**src/rtl/sar_adc_pkg.sv**
```systemverilog
// rtl/sar_adc_pkg.sv - shared state type, comparator fault decode and channel-width helper
package sar_adc_pkg;

  typedef enum logic [1:0] {
    ST_IDLE    = 2'd0,
    ST_SAMPLE  = 2'd1,
    ST_CONVERT = 2'd2,
    ST_OUTPUT  = 2'd3
  } state_t;

  // Indexed by {comp_p, comp_n}: equal outputs mean the comparator made no decision.
  localparam logic [3:0] COMP_FAULT_LUT = 4'b1001;

  function automatic int ch_width(input int n);
    return (n > 1) ? $clog2(n) : 1;
  endfunction

endpackage

```
**src/rtl/sar_chan_picker.sv**
```systemverilog
// rtl/sar_chan_picker.sv - next set mask bit above the current channel, else wrap to the lowest set bit
module sar_chan_picker
  import sar_adc_pkg::*;
#(
  parameter int  NUM_CHANNELS = 4,
  localparam int CH_W         = ch_width(NUM_CHANNELS)
) (
  input  logic [NUM_CHANNELS-1:0] mask_i,
  input  logic [CH_W-1:0]         cur_i,
  output logic [CH_W-1:0]         next_o,
  output logic                    found_o,
  output logic                    wrapped_o
);

  always_comb begin
    next_o    = '0;
    found_o   = 1'b0;
    wrapped_o = 1'b0;
    for (int i = NUM_CHANNELS - 1; i >= 0; i--) begin
      if (mask_i[i] && (i > int'(cur_i))) begin
        next_o  = CH_W'(i);
        found_o = 1'b1;
      end
    end
    if (!found_o) begin
      for (int i = NUM_CHANNELS - 1; i >= 0; i--) begin
        if (mask_i[i]) begin
          next_o    = CH_W'(i);
          wrapped_o = 1'b1;
        end
      end
    end
  end

endmodule

```
**src/rtl/sar_adc_seq.sv**
```systemverilog
// rtl/sar_adc_seq.sv - multi-channel SAR sequencer with result handshake; SAR_ADC_SEQ_AVG_EN adds per-channel averaging
module sar_adc_seq
  import sar_adc_pkg::*;
#(
  parameter int  RESOLUTION    = 8,
  parameter int  NUM_CHANNELS  = 4,
  parameter int  SAMPLE_CYCLES = 2,
  parameter int  AVG_LOG2      = 2,
  localparam int CH_W          = ch_width(NUM_CHANNELS)
) (
  input  logic                    clk_i,
  input  logic                    rst_i,
  input  logic                    start_i,
  input  logic [NUM_CHANNELS-1:0] chan_mask_i,
  input  logic                    continuous_i,
  input  logic                    comp_p_i,
  input  logic                    comp_n_i,
  output logic                    sample_o,
  output logic [CH_W-1:0]         chan_sel_o,
  output logic [RESOLUTION-1:0]   dac_p_o,
  output logic [RESOLUTION-1:0]   dac_n_o,
  output logic                    busy_o,
  output logic                    result_valid_o,
  input  logic                    result_ready_i,
  output logic [RESOLUTION-1:0]   result_o,
  output logic [CH_W-1:0]         result_chan_o,
  output logic                    comp_err_o
);

  if (RESOLUTION < 2 || NUM_CHANNELS < 1 || SAMPLE_CYCLES < 1 || AVG_LOG2 < 0) begin : g_param_check
    $error("sar_adc_seq: parameter out of range");
  end

  localparam int                    SC_W     = $clog2(SAMPLE_CYCLES + 1);
  localparam logic [SC_W-1:0]       SMP_LAST = SC_W'(SAMPLE_CYCLES - 1);
  localparam logic [RESOLUTION-1:0] MSB      = {1'b1, {(RESOLUTION-1){1'b0}}};

  state_t                  state_q, state_d;
  logic [SC_W-1:0]         smp_cnt_q, smp_cnt_d;
  logic [RESOLUTION-1:0]   bit_mask_q, bit_mask_d;
  logic [RESOLUTION-1:0]   dac_p_q, dac_p_d;
  logic [RESOLUTION-1:0]   dac_n_q, dac_n_d;
  logic [NUM_CHANNELS-1:0] cmask_q, cmask_d;
  logic [CH_W-1:0]         chan_q, chan_d;

  logic [CH_W-1:0] next_ch, first_ch;
  logic            next_found, next_wrap, first_found, first_wrap;
  logic            comp_bit, comp_fault, enter_smp;

`ifdef SAR_ADC_SEQ_AVG_EN
  localparam int                ACC_W     = RESOLUTION + AVG_LOG2;
  localparam int                PASS_W    = (AVG_LOG2 > 0) ? AVG_LOG2 : 1;
  localparam logic [PASS_W-1:0] PASS_LAST = PASS_W'((1 << AVG_LOG2) - 1);

  logic [ACC_W-1:0]  acc_q, acc_d, pass_sum;
  logic [PASS_W-1:0] pass_q, pass_d;
`endif

  assign comp_fault = COMP_FAULT_LUT[{comp_p_i, comp_n_i}];
  assign comp_bit   = comp_p_i & ~comp_n_i;

  sar_chan_picker #(.NUM_CHANNELS(NUM_CHANNELS)) u_next_pick (
    .mask_i    (cmask_q),
    .cur_i     (chan_q),
    .next_o    (next_ch),
    .found_o   (next_found),
    .wrapped_o (next_wrap)
  );

  // Searching above the top channel always wraps, yielding the lowest set bit of the new mask.
  sar_chan_picker #(.NUM_CHANNELS(NUM_CHANNELS)) u_first_pick (
    .mask_i    (chan_mask_i),
    .cur_i     (CH_W'(NUM_CHANNELS - 1)),
    .next_o    (first_ch),
    .found_o   (first_found),
    .wrapped_o (first_wrap)
  );

  always_comb begin
    state_d    = state_q;
    smp_cnt_d  = smp_cnt_q;
    bit_mask_d = bit_mask_q;
    dac_p_d    = dac_p_q;
    dac_n_d    = dac_n_q;
    cmask_d    = cmask_q;
    chan_d     = chan_q;
    enter_smp  = 1'b0;
`ifdef SAR_ADC_SEQ_AVG_EN
    acc_d      = acc_q;
    pass_d     = pass_q;
    pass_sum   = '0;
`endif
    case (state_q)
      ST_IDLE: begin
        if (start_i && (first_found || first_wrap)) begin
          cmask_d   = chan_mask_i;
          chan_d    = first_ch;
          enter_smp = 1'b1;
        end
      end
      ST_SAMPLE: begin
        if (smp_cnt_q == SMP_LAST) begin
          state_d    = ST_CONVERT;
          bit_mask_d = MSB;
        end else begin
          smp_cnt_d = smp_cnt_q + 1'b1;
        end
      end
      ST_CONVERT: begin
        if (comp_bit) dac_p_d = dac_p_q ^ bit_mask_q;
        else          dac_n_d = dac_n_q ^ bit_mask_q;
        bit_mask_d = bit_mask_q >> 1;
        if (bit_mask_q[0]) begin
`ifdef SAR_ADC_SEQ_AVG_EN
          pass_sum = acc_q + ACC_W'(dac_p_d);
          acc_d    = pass_sum;
          if (pass_q == PASS_LAST) begin
            state_d = ST_OUTPUT;
          end else begin
            pass_d    = pass_q + 1'b1;
            dac_p_d   = '0;
            dac_n_d   = '0;
            smp_cnt_d = '0;
            state_d   = ST_SAMPLE;
          end
`else
          state_d = ST_OUTPUT;
`endif
        end
      end
      ST_OUTPUT: begin
        if (result_ready_i) begin
          if (next_found || (continuous_i && next_wrap)) begin
            chan_d    = next_ch;
            enter_smp = 1'b1;
          end else begin
            state_d = ST_IDLE;
          end
        end
      end
      default: begin
        state_d = ST_IDLE;
        dac_p_d = '0;
        dac_n_d = '0;
      end
    endcase
    if (enter_smp) begin
      state_d   = ST_SAMPLE;
      smp_cnt_d = '0;
      dac_p_d   = '0;
      dac_n_d   = '0;
`ifdef SAR_ADC_SEQ_AVG_EN
      acc_d     = '0;
      pass_d    = '0;
`endif
    end
  end

  always_ff @(posedge clk_i or posedge rst_i) begin
    if (rst_i) begin
      state_q    <= ST_IDLE;
      smp_cnt_q  <= '0;
      bit_mask_q <= '0;
      dac_p_q    <= '0;
      dac_n_q    <= '0;
      cmask_q    <= '0;
      chan_q     <= '0;
`ifdef SAR_ADC_SEQ_AVG_EN
      acc_q      <= '0;
      pass_q     <= '0;
`endif
    end else begin
      state_q    <= state_d;
      smp_cnt_q  <= smp_cnt_d;
      bit_mask_q <= bit_mask_d;
      dac_p_q    <= dac_p_d;
      dac_n_q    <= dac_n_d;
      cmask_q    <= cmask_d;
      chan_q     <= chan_d;
`ifdef SAR_ADC_SEQ_AVG_EN
      acc_q      <= acc_d;
      pass_q     <= pass_d;
`endif
    end
  end

  assign sample_o       = (state_q == ST_SAMPLE);
  assign busy_o         = (state_q != ST_IDLE);
  assign result_valid_o = (state_q == ST_OUTPUT);
  assign chan_sel_o     = chan_q;
  assign result_chan_o  = chan_q;
  assign dac_p_o        = dac_p_q;
  assign dac_n_o        = dac_n_q;
  assign comp_err_o     = (state_q == ST_CONVERT) && comp_fault;

`ifdef SAR_ADC_SEQ_AVG_EN
  assign result_o = acc_q[ACC_W-1:AVG_LOG2];
`else
  // The positive DAC collects exactly the decided 1-bits, so it already is the result.
  assign result_o = dac_p_q;
`endif

endmodule

```
**config.mk**
```make
export PLATFORM = sky130hd
export DESIGN_NAME = sar_adc_seq
export DESIGN_NICKNAME = d
export VERILOG_FILES = /design/src/rtl/sar_adc_pkg.sv /design/src/rtl/sar_chan_picker.sv /design/src/rtl/sar_adc_seq.sv
export SDC_FILE = /design/constraint.sdc
export NUM_CORES = 1
export LEC_CHECK = 0
export ABC_AREA = 0
export BUFFER_PORTS_ARGS = -buffer_cell sky130_fd_sc_hd__buf_4
export CAP_MARGIN = 5
export CORE_MARGIN = 1.5
export CORE_UTILIZATION = 57
export CTS_CLUSTER_DIAMETER = 60
export DETAILED_ROUTE_END_ITERATION = 16
export PLACE_DENSITY_LB_ADDON = 0.2
export SYNTH_ARGS = -nofsm -noshare
export SYNTH_HDL_FRONTEND = slang
export SYNTH_SLANG_ARGS = --single-unit
```
**constraint.sdc**
```tcl
create_clock -name clk_i -period 4.9 [get_ports clk_i]
set_input_delay 0.735 -clock clk_i [delete_from_list [all_inputs] [get_ports clk_i]]
set_output_delay 0.735 -clock clk_i [all_outputs]
set_load 0.005 [all_outputs]
```
# Word level (Yosys, flattened, before mapping)
# Index checks and enable logic that the tools add are counted.
[word_totals]
in_bits = 11
reg_bits = 34
elab_cells = 103
[op_classes]
n_reduce_logical = 22
mux = 51
bitwise = 4
magnitude_cmp = 4
n_eq_ne = 14
n_addsub = 1
[op_table]
columns = ["op", "count"]
rows = [
  ["$mux W8", 7],
  ["$mux W2", 23],
  ["$mux W1", 16],
  ["$pmux W8 S2", 1],
  ["$xor A8 B8 Y8", 2],
  ["$reduce_bool A2 Y1", 6],
  ["$reduce_and A2 Y1", 5],
  ["$ne A2 B1 Y1 const B", 4],
  ["$logic_and A1 B1 Y1", 6],
  ["$ne A3 B1 Y1 const B", 2],
  ["$ne A3 B3 Y1 const B", 2],
  ["$pmux W2 S3", 1],
  ["$reduce_and A5 Y1", 1],
  ["$eq A2 B1 Y1 const B", 2],
  ["$eq A2 B2 Y1 const B", 2],
  ["$gt A2 B2 Y1 const A", 2],
  ["$ne A2 B2 Y1 const B", 2],
  ["$pmux W2 S2", 1],
  ["$reduce_and A4 Y1", 1],
  ["$reduce_bool A4 Y1", 1],
  ["$lt A2 B3 Y1 const B", 1],
  ["$add A2 B1 Y2 const B", 1],
  ["$bmux W1 S2", 1],
  ["$gt A1 B2 Y1 const A", 1],
  ["other kinds (5)", 5],
]

# Logic depth before layout (Yosys ltp)
# Gate-level depths: netlist of run 1.
[logic_depth]
depth_word = 13
depth_mapped = 8

# Hierarchy
# A second synthesis of run 1 with hierarchy kept.
[unflattened]
cells_unflattened = 196
hier_area_um2 = 1875.5
[by_module_without_submodules]
columns = ["module", "seq_area_each_um2", "cells_per_inst", "area_each_um2", "instances"]
rows = [
  ["sar_adc_seq", 850.8, 162, 1687.9, 1],
  ["sar_chan_picker", 0.0, 17, 93.8, 2],
]

# Least setup slack after synthesis of run 1
# Ideal clock, no wire load.
[synth_timing]
kind = "input to register"
from = "input port chan_mask_i[0]"
to = "register chan_q[0] (netlist: chan_sel_o[0])"
arrival_ns = 1.971
required_ns = 4.775
slack_ns = 2.804
setup_ns = 0.125
n_path_buf = 0
cell_stages = 4
path_cell_list = "or4_4 > and2_4 > o221a_4 > mux2_4"
[synth_between]
elab_chain_len = 4
[synth_rtl]
columns = ["item", "line", "rtl"]
rows = [
  ["start, declared", "sar_adc_seq.sv:14", "input logic [NUM_CHANNELS-1:0] chan_mask_i,"],
  ["$mux W1", "sar_chan_picker.sv:27", "if (mask_i[i]) begin"],
  ["$logic_and A1 B1 Y1", "sar_adc_seq.sv:95", "if (start_i && (first_found || first_wrap)) begin"],
  ["$ne A2 B2 Y1 (no line)", "-", ""],
  ["$reduce_and A4 Y1 (no line)", "-", ""],
  ["end signal, assigned", "sar_adc_seq.sv:179", "chan_q <= chan_d;"],
  ["end, declared", "sar_adc_seq.sv:44", "logic [CH_W-1:0] chan_q, chan_d;"],
]
# Several ways; a longest one is shown, not always the timed one. The select of a mux whose other input is x is not followed.
# A chain may end at the register's enable or synchronous reset.

# Final worst setup path of run 1
[layout_timing]
from = "register state_q[0]"
to = "output port comp_err_o"
[layout_between]
elab_chain_len = 2
[layout_rtl]
columns = ["item", "line", "rtl"]
rows = [
  ["start, declared", "sar_adc_seq.sv:38", "state_t state_q, state_d;"],
  ["start signal, assigned", "sar_adc_seq.sv:173", "state_q <= state_d;"],
  ["$eq A2 B2 Y1", "sar_adc_seq.sv:194", "assign comp_err_o = (state_q == ST_CONVERT) && comp_fault;"],
  ["$logic_and A1 B1 Y1", "sar_adc_seq.sv:194", ""],
  ["end, declared", "sar_adc_seq.sv:27", "output logic comp_err_o"],
]
# Every way passes these cells.

==> metrics.yaml, run 1 <==
die:
  initial_core_util: 0.6012
  die_h_um: 59.98
  fp.coreArea_um2: 3078
  std_cell_rows: 20
  die-area_um2: 3598
  pin_count: 43
  die_w_um: 59.98
cts:
  htreeDepth: 2
  clk_latency_ns: 0.34
  cts_tree: "done"
  clk_pin_slew_ns: 0.11
  cts_hold_buf: 0
  numCtsBuffers: 5
  cts-resized-gates: 0
  cts_sinks: 34
  post_cts_buffers: 0
  cts_buffer_depth: 2
  cts_root_buf: "clkbuf_4"
drt:
  first_iter_violations: 46
  vias: 1399
  drtAntennaViolNets: 0
  drc: 0
  via_per_inst: 5.279
  wl_per_cell_um: 12.99
  first_pass_iters: 4
  drt_wl_total_mm: 3.442
synth:
  synth.avg_cell_area_um2: 10.00
  synth.distinct_cells: 41
  ys_warn_count: 0
  synthFlopType: "dfrtp_1"
  ys_async_sr_fraction: 1.000
  synth_fp_nets: 203
  synth_edf_count: 0
  netlist_area_um2: 1851
  netlist_instances: 185
  yosysSeqAreaShare: 0.4598
  yosys_register_bits: 34
placed_design:
  place.gp.congestion: 0.7992
  io_buffers: 42
  hpwl_mm: 2.553
  place_area_um2: 2120
  dpl_worst_slack_ns: 2.468
setup_path:
  reg2reg_slack_ns: 2.87
  end_kind: "primary output"
  crit_required_ns: 4.16
  r2r_cells: 8
  crit_chain: "inv_1 -> ha_1 -> and2_1 -> buf_4"
  cp.arrival_ns: 1.47
  cp-start-kind: "flop"
  path_max_fanout: 8
  slowest_stage: "dfrtp_1"
  crit_buf_inv: 2
  cpLargestDelayFamily: "flip-flops"
  rr_endpoint: "state_q[0]$_DFFE_PP0P_"
  cp_slowest_stage_delay_ns: 0.43
  reg2reg_from: "state_q[1]$_DFFE_PP0P_"
  cp.depth: 4
  crit_type: "flop to primary output"
timing:
  tightest_slew_ns: 0.5299
  finalHoldWorstSlack_ns: 0.4695
  min_period_ns: 2.207
  drv_slew: 0
  relSlewSlack: 0.6444
  fin_ws_ns: 2.693
  grt_setup_unrepaired: "false"
  fin_skew_ns: 0.006986
  period_share: 0.4504
  fin_tns_setup_ns: 0
  max_freq_mhz: 453.1
  setup_viol: 0
  hold_viol: 0
finish:
  nNetsFinal: 238
  drive_above_1_share: 0.2760
  diodes: 0
  syn2layout_area_growth_pct: 17.98
  finalInstanceArea_um2: 2183
run_status:
  status: "finished clean"
power_and_ir_drop:
  ir_worst_vdd_uv: 129.1
  finalPower_uw: 468.7
  cellPowerDensity_nw_per_um2: 214.7
  p_leak_uw: 0.001127
grt:
  grt_usage: 0.2077
  antenna_found_initial: 0
  grt_start_max_net_pins: 35
  grt_pass1_wl_mm: 5.589
  grt_overflow_total: 0
  grt_pass1_vias: 1304
flow_run:
  cap_violations: 0
hold_path:
  hp-class: "primary input to asynchronous set/reset pin"
-- per-stage QoR --
step | instances | util
after floorplan | 185 | -
after global placement | 257 | 0.6886
after detailed placement | 257 | 0.6886
after CTS | 265 | 0.7094
after global routing | 265 | 0.7094
final | 265 | 0.7094
-- routing by layer --
layer | global-route usage | wire (um) | part of all wire | up-vias
met2 | 0.3416 | 1711 | 0.50 | 34
met5 | 0 | 0 | 0 | -
met4 | 0.06667 | 45 | 0.013 | 0
met1 | 0.2677 | 1538 | 0.45 | 679
li1 | - | - | - | 679
met3 | 0.05195 | 148 | 0.043 | 7
-- synthesized netlist by cell type (all sizes together) (2+ instances only) --
cell / number / area [um^2]
a211oi: 2 / 15.01
nor3: 3 / 15.01
clkbuf: 4 / 15.01
nand2: 21 / 78.83
o21ai: 5 / 25.02
mux2i: 2 / 20.02
dfrtp: 34 / 850.8
o21bai: 3 / 22.52
nor2: 25 / 93.84
a21oi: 2 / 10.01
a22o: 8 / 70.07
nand2b: 2 / 12.51
nor2b: 4 / 25.02
inv: 9 / 33.78
xor2: 16 / 140.1
a31oi: 2 / 12.51
and2: 5 / 33.79
ha: 7 / 87.58
mux2: 4 / 52.55
buf: 12 / 101.3
-- flip-flops by register name, indices dropped and copies added (netlist names) --
signal / count
dac_n_o: 8
smp_cnt_q: 2
bit_mask_q: 8
cmask_q: 4
dac_p_o: 8
state_q: 2
chan_sel_o: 2
-- worst register-to-register path: cells and delay by family (launching register included) --
family	cells	cell delay (ns)
simple gates	2	0.30
flops	1	0.44
buf+inv	2	0.42
fa+ha+maj	1	0.20
compound gates	3	0.59
-- where the power goes --
| part | total, uW | switching [uW] | internal [uW] | leakage, uW |
|---|---|---|---|---|
| Sequential | 280 | 0 | 280 | 0.000449 |
| Clock | 166 | 97.5 | 68.9 | 0.0000343 |
| Combinational | 21.9 | 12.2 | 9.69 | 0.000644 |
| Total | 469 | 110 | 359 | 0.00113 |
-- layout make-up --
type	count	area, um^2
Clock buffer	6	51.30
Clock inverter	2	12.51
Fill cell	244	894.6
Inverter	9	33.78
Multi-Input combinational cell	126	849.6
Sequential cell	34	850.8
Tap cell	44	55.05
Timing Repair Buffer	44	330.3
-- worst max path at each step --
stage	from	end	slack [ns]
after floorplan	chan_mask_i[0]	chan_sel_o[0]$_DFFE_PP0P_	2.80
after detailed placement	chan_mask_i[0]	state_q[0]$_DFFE_PP0P_	2.47
final	state_q[0]$_DFFE_PP0P_	comp_err_o	2.69
after global placement	chan_mask_i[0]	state_q[0]$_DFFE_PP0P_	2.52
after CTS	state_q[0]$_DFFE_PP0P_	comp_err_o	2.68
after global routing	state_q[0]$_DFFE_PP0P_	comp_err_o	2.58
-- cells in the final DEF (no fill, tap or decap), types with 4 or more instances in the layout --
cell type and count:
a22o_1 8, buf_4 44, clkbuf_4 5, dfrtp_1 34, ha_1 7, inv_1 9
nand2_1 21, nor2_1 25, nor2b_1 4, xor2_1 16
-- cell families (layout without fill, tap and decap cells) --
| kind of cell | Yosys count | in the layout | share of synthesized area |
|---|---|---|---|
| AO/OA/AOI/OAI | 30 | 30 | 0.1291 |
| XOR/XNOR | 17 | 17 | 0.08046 |
| adder cells (fa/ha/maj) | 7 | 7 | 0.04733 |
| buffers and inverters | 25 | 61 | 0.08113 |
| flip-flops | 34 | 34 | 0.4598 |
| multiplexers | 6 | 6 | 0.03922 |
| AND/OR/NAND/NOR | 66 | 66 | 0.1630 |
(Power assumes the default switching activity.)
==> inputs of run 2 (changes only) <==
Settings changed: CORE_UTILIZATION 57 to 48.
Clock period 4.9 ns to 2 ns, I/O delays scaled along.
==> run 2 against run 1 <==
Die area is 18% higher. Sequential power grew 150%. Register-to-register slack worse by 2.8 ns. Cell count up 3.0%. Clock power increased to 3.1 times the previous value. Design area rose by 3.2%. Critical path depth increased by 4. Setup slack worse by 2.6 ns. Worst hold slack worse by 0.37 ns. Global-route usage down 1.5 points. Count of clock-buffer cells in the layout grew 1. Critical path type is now flop to flop.
==> metrics.yaml, run 2 (synthesized netlist as in run 1, its figures left out) <==
power_and_ir_drop:
  internal_power_uw: 990.1
  cellPowerDensity_nw_per_um2: 558.5
  p_leak_uw: 0.001160
  finalPower_uw: 1258
  ir_worst_vdd_uv: 314.6
  pwr-share-clk: 0.409
  combPwrFrac: 0.044
  switchingPower_uw: 267.7
  p_sw_frac: 0.2128
  power.share.sequential: 0.547
setup_path:
  path_max_fanout: 5
  rr_endpoint: "state_q[1]$_DFFE_PP0P_"
  slowest_stage: "dfrtp_1"
  cp_slowest_stage_delay_ns: 0.42
  reg2reg_from: "state_q[0]$_DFFE_PP0P_"
  r2r_cells: 8
  setup.worst_path.start: "state_q[0]$_DFFE_PP0P_"
  crit_required_ns: 2.16
  cp-start-kind: "flop"
  cp.arrival_ns: 2.04
  reg2reg_slack_ns: 0.12
  end_kind: "flop"
  crit_type: "flop to flop"
  crit_chain: "inv_2 -> ha_1 -> and2_2 -> a21boi_0 -> a311oi_2 -> buf_4 -> o21bai_1 -> o21ai_1"
timing:
  setup_viol: 0
  tightest_slew_ns: 0.4626
  max_freq_mhz: 531.0
  min_period_ns: 1.883
  fin_skew_ns: 0.004064
  hold_viol: 0
  grt_setup_unrepaired: "false"
  relSlewSlack: 0.6909
  finalHoldWorstSlack_ns: 0.1045
  drv_slew: 0
  period_share: 0.9417
placed_design:
  place_area_um2: 2147
  hpwl_mm: 2.814
  io_buffers: 42
  dp_cells: 264
  place.gp.congestion: 0.8324
finish:
  mostFrequentLayoutCells: "48 x buf_4, 34 x dfrtp_1, 25 x nor2_1"
  final-seq-area_um2: 850.8
  multi_input_area_um2: 855.8
  diodes: 0
  fin_cells: 273
  utilization: 0.6106
  finalInstanceArea_um2: 2252
  syn2layout_area_growth_pct: 21.70
  layout_commonest_cell: "buf_4"
  nNetsFinal: 242
  nFillCells: 340
  drive_above_1_share: 0.3022
die:
  std_cell_rows: 22
  initial_core_util: 0.5017
  die-area_um2: 4237
  die_w_um: 65.09
  pin_count: 43
  fp.coreArea_um2: 3689
  die_h_um: 65.09
grt:
  antenna_found_initial: 0
  grt_pass1_vias: 1406
  grt_usage: 0.1926
  grt_start_max_net_pins: 35
  grt_overflow_total: 0
  grt_pass1_wl_mm: 6.244
run_status:
  status: "finished clean"
drt:
  first_pass_iters: 5
  first_iter_violations: 46
  via_per_inst: 5.231
  wl_per_cell_um: 13.50
  drt_wl_total_mm: 3.686
  vias: 1428
  drtAntennaViolNets: 0
  drc: 0
hold_path:
  hp-class: "primary input to asynchronous set/reset pin"
cts:
  cts_buffer_depth: 2
  cts_tree: "done"
  clk_latency_ns: 0.28
  htreeDepth: 2
  numCtsBuffers: 5
  cts_root_buf: "clkbuf_8"
  cts_hold_buf: 0
  cts_sinks: 34
  clk_pin_slew_ns: 0.07
flow_run:
  cap_violations: 0
## run 2: cell count changes in the layout (fill, tap and decap cells not counted), sizes merged
| cell | change |
|---|---|
| clkinvlp | -1 |
| clkbuf | +1 |
| buf | +4 |
## run 2: layer usage
metal	GRT usage	vias up	share of wire
li1	-	688	-
met1	0.2115	695	0.41
met2	0.3621	39	0.54
met3	0.04452	6	0.041
met4	0.06771	0	0.015
met5	0	-	0
## run 2: cell type report
cell class              count  share of cell area
clock buffers               7             0.03833
repair buffers             48              0.1600
clock inverters             1            0.002222
multi-input cells         126              0.3800
well taps                  48             0.02667
inverters                   9             0.01500
flip-flops and latches     34              0.3778
## run 2: worst max-delay path by stage
stage                     cells past startpoint  slack, ns                       end
final                                         8       0.12    state_q[1]$_DFFE_PP0P_
after global routing                          7      0.004    state_q[0]$_DFFE_PP0P_
after CTS                                     7       0.03    state_q[0]$_DFFE_PP0P_
after detailed placement                      7      -0.04    state_q[0]$_DFFE_PP0P_
after global placement                        7       0.15  smp_cnt_q[1]$_DFFE_PP0P_
after floorplan                               8       0.25    state_q[1]$_DFFE_PP0P_
## run 2: power groups by stage
stage | combinational [uW] | clock [uW] | sequential, uW
6_report | 55.7 | 515 | 687
2_1_floorplan | 26.1 | 0 | 700
4_1_cts | 57.7 | 527 | 687
3_5_place_dp | 57.6 | 0 | 700
3_3_place_gp | 55.3 | 0 | 700
5_1_grt | 63.6 | 552 | 687
## run 2: what timing repair did
action,4_1_cts,5_1_grt
gates resized for setup,0,4
pin swaps,1,2
hold endpoints to repair,0,0
endpoints found under the setup margin,15,20
buffers inserted,1,0
## run 2: through the flow
step	worst slack, ns	TNS, ns
3_5_place_dp	-0.04325	-0.1760
4_1_cts	0.02988	0
2_1_floorplan	0.2497	0
5_1_grt	0.004016	0
6_report	0.1166	0
3_3_place_gp	0.1516	0
## run 2: worst max-delay path: cells and delay by family, from the launching register on
| family | cells | cell delay (ns) |
|---|---|---|
| AOI/OAI and AO/OA | 4 | 0.64 |
| DFF | 1 | 0.42 |
| buffers and inverters | 2 | 0.30 |
| adders and majority gates | 1 | 0.21 |
| and+or+nand+nor | 1 | 0.20 |
==> inputs of run 3 (changes only) <==
Settings changed: REMOVE_ABC_BUFFERS from default to 1.
==> run 3 against run 2 <==
Register-to-register slack gained 0.04 ns. Die area unchanged. Sequential power barely moved. Maximum frequency rose by 2.3%. Sequential share of layout area shrank 0.17 points. Routed wire length decreased by 0.65%. Power up 9.2%. Count of clock-buffer cells in the layout down 1. Critical path type unchanged. Largest power group unchanged. Highest routed layer unchanged.
==> metrics.yaml, run 3 (synthesized netlist as in run 1, its figures left out) <==
drt:
  vias: 1400
  first_pass_iters: 6
  via_per_inst: 5.166
  drc: 0
  wl_per_cell_um: 13.51
  first_iter_violations: 72
  drtAntennaViolNets: 0
  drt_wl_total_mm: 3.662
timing:
  min_period_ns: 1.841
  setup_viol: 0
  fin_tns_setup_ns: 0
  drv_slew: 0
  period_share: 0.9205
  hold_viol: 0
  tightest_slew_ns: 0.5165
  finalHoldWorstSlack_ns: 0.1097
  max_freq_mhz: 543.2
  relSlewSlack: 0.6533
  grt_setup_unrepaired: "false"
  fin_skew_ns: 0.002846
power_and_ir_drop:
  p_sw_frac: 0.1909
  switchingPower_uw: 262.2
  cellPowerDensity_nw_per_um2: 607.2
  pwr-share-clk: 0.458
  combPwrFrac: 0.042
  p_leak_uw: 0.001167
  internal_power_uw: 1111
  ir_worst_vdd_uv: 455.7
  power.share.sequential: 0.501
placed_design:
  dp_cells: 263
  place.gp.congestion: 0.7961
  io_buffers: 42
  hpwl_mm: 2.753
die:
  die-area_um2: 4237
  std_cell_rows: 22
  die_w_um: 65.09
  pin_count: 43
  fp.coreArea_um2: 3689
  die_h_um: 65.09
  initial_core_util: 0.5017
setup_path:
  cp.depth: 8
  end_kind: "flop"
  cp.arrival_ns: 1.99
  reg2reg_slack_ns: 0.16
  reg2reg_from: "state_q[0]$_DFFE_PP0P_"
  cp_slowest_stage_delay_ns: 0.41
  crit_required_ns: 2.15
  cpLargestDelayFamily: "buffers and inverters"
  rr_endpoint: "smp_cnt_q[1]$_DFFE_PP0P_"
  r2r_cells: 8
  crit_type: "flop to flop"
  cp_common_cell: "buf_4"
  path_max_fanout: 10
  crit_buf_inv: 3
  setup.worst_path.start: "state_q[0]$_DFFE_PP0P_"
  crit_chain: "inv_1 -> ha_1 -> and2_4 -> a21oi_1 -> a311oi_2 -> buf_4 -> buf_4 -> a211oi_1"
  slowest_stage: "dfrtp_1"
  cp-start-kind: "flop"
cts:
  cts_root_buf: "clkbuf_8"
  numCtsBuffers: 5
  cts_buffer_depth: 2
  cts_hold_buf: 0
  clk_pin_slew_ns: 0.07
  cts_tree: "done"
  clk_latency_ns: 0.28
  htreeDepth: 2
  cts_sinks: 34
finish:
  nFillCells: 315
  nNetsFinal: 241
  drive_above_1_share: 0.2870
  multi_input_area_um2: 852.1
  diodes: 0
  layout_commonest_cell: "buf_4"
  syn2layout_area_growth_pct: 22.24
  mostFrequentLayoutCells: "47 x buf_4, 34 x dfrtp_1, 25 x nor2_1"
  final-seq-area_um2: 850.8
  fin_cells: 271
grt:
  grt_start_max_net_pins: 35
  grt_pass1_vias: 1424
  grt_usage: 0.1961
  antenna_found_initial: 0
  grt_pass1_wl_mm: 6.451
  grt_overflow_total: 0
flow_run:
  cap_violations: 0
run_status:
  status: "finished clean"
hold_path:
  hp-class: "primary input to asynchronous set/reset pin"
[run 3: metrics by stage]
step	util	instance area, um^2	total power (uW)	worst slack, ns
after detailed placement	0.5801	2140	758.6	0.05091
after global placement	0.5801	2140	757.0	0.1654
after floorplan	-	1734	725.5	-0.2126
final	0.6133	2262	1374	0.1591
after CTS	0.6106	2252	1387	0.04987
after global routing	0.6133	2262	1423	0.007586
[run 3: layout make-up]
| type | instances | area share |
|---|---|---|
| clock inverters | 1 | 0.01327 |
| repair buffers | 47 | 0.1560 |
| well taps | 48 | 0.02655 |
| flip-flops and latches | 34 | 0.3761 |
| clock buffers | 6 | 0.03650 |
| multi-input cells | 126 | 0.3767 |
| inverters | 9 | 0.01493 |
[run 3: routing by layer]
layer / part of all wire / vias up / track usage
met5: 0 / - / 0
li1: - / 681 / -
met2: 0.49 / 39 / 0.3247
met4: 0.0098 / 0 / 0.07031
met1: 0.46 / 676 / 0.2590
met3: 0.038 / 4 / 0.03596
[run 3: timing repair]
item                       CTS  global route
setup endpoints to repair    0            20
buffers inserted             0             1
resized for setup            0             1
[run 3: worst reg2reg max path: stages (launching register included)]
cell,delay (ns)
dfrtp_1,0.41
inv_1,0.14
ha_1,0.22
and2_4,0.18
a21oi_1,0.08
a311oi_2,0.30
buf_4,0.17
buf_4,0.16
a211oi_1,0.05
[run 3: power by group through the flow]
stage / Combinational (uW) / Sequential [uW] / Clock [uW]
after floorplan: 25.0 / 700 / 0
after global placement: 56.5 / 700 / 0
after detailed placement: 58.2 / 700 / 0
after CTS: 58.3 / 687 / 641
after global routing: 64.6 / 687 / 672
final: 57.2 / 688 / 629
[run 3: worst max path at each step]
stage	endpoint
4_1_cts	state_q[0]$_DFFE_PP0P_
3_3_place_gp	smp_cnt_q[1]$_DFFE_PP0P_
3_5_place_dp	smp_cnt_q[1]$_DFFE_PP0P_
6_report	smp_cnt_q[1]$_DFFE_PP0P_
5_1_grt	state_q[0]$_DFFE_PP0P_
2_1_floorplan	state_q[0]$_DFFE_PP0P_
